### config.mk
export PLATFORM = sky130hd
export DESIGN_NAME = sim_run_monitor
export DESIGN_NICKNAME = d
export VERILOG_FILES = /design/src/rtl/sim_run_monitor.sv
export SDC_FILE = /design/constraint.sdc
export NUM_CORES = 1
export LEC_CHECK = 0
export BUFFER_PORTS_ARGS = -buffer_cell sky130_fd_sc_hd__buf_2
export CAP_MARGIN = 20
export CORE_UTILIZATION = 35
export CTS_CLUSTER_SIZE = 24
export DETAILED_ROUTE_END_ITERATION = 7
export PLACE_DENSITY = 0.61
export SLEW_MARGIN = 20
export SYNTH_ARGS = -nofsm -noshare
export SYNTH_HDL_FRONTEND = slang
export SYNTH_SLANG_ARGS = --single-unit
### constraint.sdc
create_clock -name clk -period 4.8 [get_ports clk]
set_clock_uncertainty 0.15 [all_clocks]
set_input_delay 0.24 -clock clk [delete_from_list [all_inputs] [get_ports clk]]
set_output_delay 0.24 -clock clk [all_outputs]
set_load 0.05 [all_outputs]
### src/rtl/sim_run_monitor.sv
// Simulation run monitor: pulses the DUT reset, watches DUT memory writes against
// an ordered list of expected address/data pairs and reports pass, fail or timeout.
//
// state | meaning
// RST   | holding dut_reset high for RESET_CYCLES clocks
// RUN   | counting cycles, matching writes in order
// PASS  | every expected write seen (terminal)
// FAIL  | non-matching write with STRICT=1 (terminal)
// TMO   | TIMEOUT run cycles elapsed (terminal)
module sim_run_monitor #(
    parameter int DATA_W       = 32,
    parameter int ADDR_W       = 32,
    parameter int NUM_CHECKS   = 1,
    parameter logic [NUM_CHECKS*ADDR_W-1:0] EXP_ADDR = (NUM_CHECKS*ADDR_W)'(84),
    parameter logic [NUM_CHECKS*DATA_W-1:0] EXP_DATA = (NUM_CHECKS*DATA_W)'(7),
    parameter int RESET_CYCLES = 1,
    parameter int TIMEOUT      = 63,
    parameter int CNT_W        = 16,
    parameter int STRICT       = 0
) (
    input  logic              clk,
    input  logic              reset,
    input  logic              memwrite,
    input  logic [ADDR_W-1:0] adr,
    input  logic [DATA_W-1:0] writedata,
    output logic              dut_reset,
    output logic              done,
    output logic              pass,
    output logic              fail,
    output logic              timeout,
    output logic [4:0]        check_idx,
    output logic [CNT_W-1:0]  cycle_count,
    output logic [CNT_W-1:0]  write_count
);

    typedef enum logic [2:0] {
        S_RST  = 3'd0,
        S_RUN  = 3'd1,
        S_PASS = 3'd2,
        S_FAIL = 3'd3,
        S_TMO  = 3'd4
    } state_t;

    state_t            state;
    logic [7:0]        rst_cnt;
    logic [ADDR_W-1:0] exp_adr;
    logic [DATA_W-1:0] exp_dat;
    logic              hit;
    logic              miss;
    logic              last;
    logic              at_limit;

    // Slot select by loop keeps the index in range once check_idx reaches NUM_CHECKS.
    always_comb begin
        exp_adr = '0;
        exp_dat = '0;
        for (int k = 0; k < NUM_CHECKS; k++) begin
            if (check_idx == 5'(k)) begin
                exp_adr = EXP_ADDR[k*ADDR_W +: ADDR_W];
                exp_dat = EXP_DATA[k*DATA_W +: DATA_W];
            end
        end
    end

    assign hit      = memwrite && (adr == exp_adr) && (writedata == exp_dat);
    assign miss     = memwrite && !hit;
    assign last     = (check_idx == 5'(NUM_CHECKS - 1));
    assign at_limit = (cycle_count == CNT_W'(TIMEOUT - 1));

    always_ff @(posedge clk) begin
        if (reset) begin
            state       <= S_RST;
            rst_cnt     <= 8'(RESET_CYCLES - 1);
            dut_reset   <= 1'b1;
            done        <= 1'b0;
            pass        <= 1'b0;
            fail        <= 1'b0;
            timeout     <= 1'b0;
            check_idx   <= '0;
            cycle_count <= '0;
            write_count <= '0;
        end else begin
            case (state)
                S_RST: begin
                    if (rst_cnt == 8'd0) begin
                        state     <= S_RUN;
                        dut_reset <= 1'b0;
                    end else begin
                        rst_cnt <= rst_cnt - 8'd1;
                    end
                end
                S_RUN: begin
                    if (cycle_count != '1)
                        cycle_count <= cycle_count + 1'b1;
                    if (memwrite && write_count != '1)
                        write_count <= write_count + 1'b1;
                    if (hit)
                        check_idx <= check_idx + 5'd1;
                    // Pass beats fail beats timeout when they land on the same cycle.
                    if (hit && last) begin
                        state <= S_PASS;
                        pass  <= 1'b1;
                        done  <= 1'b1;
                    end else if (miss && STRICT != 0) begin
                        state <= S_FAIL;
                        fail  <= 1'b1;
                        done  <= 1'b1;
                    end else if (at_limit) begin
                        state   <= S_TMO;
                        timeout <= 1'b1;
                        done    <= 1'b1;
                    end
                end
                default: ;
            endcase
        end
    end

endmodule

==> results.md <==
* CP max stage delay at between 800 and 900 ps
* Setup Crit Path Kind: flop to flop
* Worst EP required at 4850 ps
* Syn Nets at around 390
* Ant. Diodes at 0
* Routed vias at between 2,000 and 3,000
* Final TNS setup at 0 ps
* Slew @ Worst Pin at 938.6 ps
* CP endpoint kind: flop
* Worst-path fanout max at 14
* Reg clk slew, reported paths at approximately 90 ps
* Grt ovf at 0
* Die height at around 91 µm
* CP max stage cell: o21ai_1
* GRT Total Usage at 0.1630
* Max Slew Vio Count at 0
* Drt first-iter violations at 73
* Core area at 0.007687 mm²
* Most frequent cells in the layout: buf_2, dfxtp_1, nor2_1, nor4_1, nand2_1
* Cell Area, Synth at between 0.002 and 0.003 mm²
* PostCTS Resize Cnt at 0
* Antenna violations before repair at 0
* DR vias/cell at 5.217
* Yosys warns at 0
* Number of synthesized register bits at 52
* Clock latency on the worst-skew pair at roughly 300 ps
* Pre-antenna DRT Iters at 4
* Finished Layout Cells at approximately 530
* Placed cell count at 518
* Post-CTS Setup Inserts at 0
* Peak supply drop at ~0.13 mV
* Root Buffer: clkbuf_8
* IO Count at approximately 110
* Starting density of the core at 0.3599
* Hold Buf Count CTS at 0
* Port Buf Inserts at between 100 and 150
* Clock Sinks at between 50 and 60
* Pleak at ~1.4 nW
* RSZ-0062 raised after global routing: no
* Max_slew headroom at 0.3743
* Crit-path cells: and3_1, nand4_1, o21ai_1, nor4_1, mux2_1
* Ratio of cells with drive above 1 in the final layout at 0.2877
* Clock buffer depth at 2
* Number of enable flip-flop cells after synthesis at 0
* CP arrival at between 2000 and 3000 ps
* Antenna Nets Post-Route at 0
* Total Die Area at 0.008264 mm²
* Die W at 90.91 µm
* Clock buffer count from CTS at 5
* Period utilization at 0.5512
* Status: completed
* Unique masters post-synth at roughly 50
* Largest net degree at the start of global routing at 52
* Hold WC Path Type: input pin to flop
* Power per cell area at approximately 310 mW/mm²
* GPL Wtd Cong at roughly 0.84
* FMAX at 0.3779 GHz
* Final HPWL DP at between 4000 and 5000 µm
* Period minus WS final at between 2000 and 3000 ps
* Commonest non-fill, non-tap cell in the layout: buf_2
* Drt total wl at roughly 6600 µm
* Ys async rst share at 0
* Global-route wire length before repair at between 10,000 and 15,000 µm
* Nets@finish at between 400 and 500
* Final hold vios at 0
* CTS tree: built
* Syn avg cell area at 8.672 µm²
* Layout area overhead at 25.87%
* Rows at 32
* DR WL/cell at around 13 µm
* Vias in the first global route at about 2,500
* Register area share after synthesis at 0.3763
* H-tree lvl count at 2
* Post-Syn Instances at around 320
* Top FF cell, synth: dfxtp_1
* Worst setup SP type: flop
* Number of remaining DRC errors at 0
* Final Setup Violations at 0
* Max Cap Viol at 0
-- stage by stage --
stage	cell area (µm²)	utilization	setup WS, ps	hold WS (ps)	power (mW)
floorplan	2766	-	2320	241.8	0.7596
global placement	3392	0.4412	2265	282.7	0.8403
detailed placement	3392	0.4412	2208	288.6	0.8479
CTS	3482	0.4530	2170	256.6	1.106
global route	3482	0.4530	1935	293.4	1.162
finish	3482	0.4530	2154	263.2	1.092
-- synth_stat cells, types with 2 or more instances --
| master | count | area (µm²) |
|---|---|---|
| dfxtp_1 | 52 | 1041 |
| nand3_1 | 13 | 65.06 |
| and3_1 | 5 | 31.28 |
| xor2_1 | 8 | 70.07 |
| nor4_4 | 3 | 63.81 |
| o2111ai_1 | 2 | 17.52 |
| nor2_1 | 38 | 142.6 |
| a31oi_1 | 2 | 12.51 |
| and4_1 | 7 | 61.31 |
| or2_1 | 2 | 12.51 |
| nor4b_1 | 3 | 26.28 |
| o21ai_1 | 7 | 35.03 |
| inv_1 | 12 | 45.04 |
| ha_1 | 7 | 87.58 |
| nand4b_1 | 2 | 17.52 |
| mux2_1 | 2 | 22.52 |
| or3_1 | 4 | 25.02 |
| and2_1 | 2 | 12.51 |
| a21o_1 | 2 | 15.01 |
| nand4_1 | 13 | 81.33 |
| nor2b_1 | 2 | 12.51 |
| or4_1 | 7 | 52.55 |
| o31ai_1 | 5 | 37.54 |
| nand2_1 | 19 | 71.32 |
| nor4_1 | 23 | 143.9 |
| a21oi_1 | 17 | 85.08 |
| nor3_1 | 10 | 50.05 |
| clkbuf_1 | 10 | 37.54 |
| xnor2_1 | 18 | 157.7 |
-- power breakdown --
| group | total [mW] | internal, mW | switching (mW) | leakage, nW |
|---|---|---|---|---|
| registers | 0.506 | 0.473 | 0.0332 | 0.421 |
| logic | 0.329 | 0.125 | 0.204 | 0.963 |
| clock network | 0.256 | 0.118 | 0.138 | 0.0455 |
-- critical path, delay by kind of cell, from the launching register on --
kind	cells	cell delay [ps]
muxes	1	340
and+or+nand+nor	3	750
DFF	1	420
AOI/OAI and AO/OA	1	870
-- cell type report --
type                    instances  area [µm²]
fillers                       776        4205
multi-input cells             244        1635
flip-flops and latches         52        1041
repair buffers                108       543.0
well taps                     102       127.6
clock buffers                   8       90.09
inverters                      12       45.04
-- logic make-up after synthesis --
family	share of synthesized area
simple gates	0.3546
mux	0.008141
buf+inv	0.03257
compound gates	0.1131
other cells	0.001356
flops	0.3763
fa+ha+maj	0.03166
xor+xnor	0.08232
-- registers in the layout, summed over array words and instances, names as in the netlist --
signal and cells:
check_idx 5, cycle_count 16, done 1, dut_reset 1
pass 1, rst_cnt 8, state 3, timeout 1
write_count 16
-- final timing paths --
kind,slack [ps],depth (start not counted),endpoint,start
max reg2reg,2150,5,cycle_count[13]$_SDFFE_PP0P_,cycle_count[7]$_SDFFE_PP0P_
min,260,5,check_idx[2]$_SDFFE_PP0P_,writedata[13]
min reg2reg,300,2,dut_reset$_SDFFE_PP1P_,dut_reset$_SDFFE_PP1P_
max,2150,5,cycle_count[13]$_SDFFE_PP0P_,cycle_count[7]$_SDFFE_PP0P_
-- metal layers --
metal / share of wire / wire length (µm) / global-route usage
met4: 0.0083 / 55 / 0.03836
met1: 0.46 / 3045 / 0.2120
met2: 0.47 / 3132 / 0.2828
met3: 0.060 / 397 / 0.02441
met5: 0 / 0 / 0
Note: power is estimated with default switching activity, not from simulation.
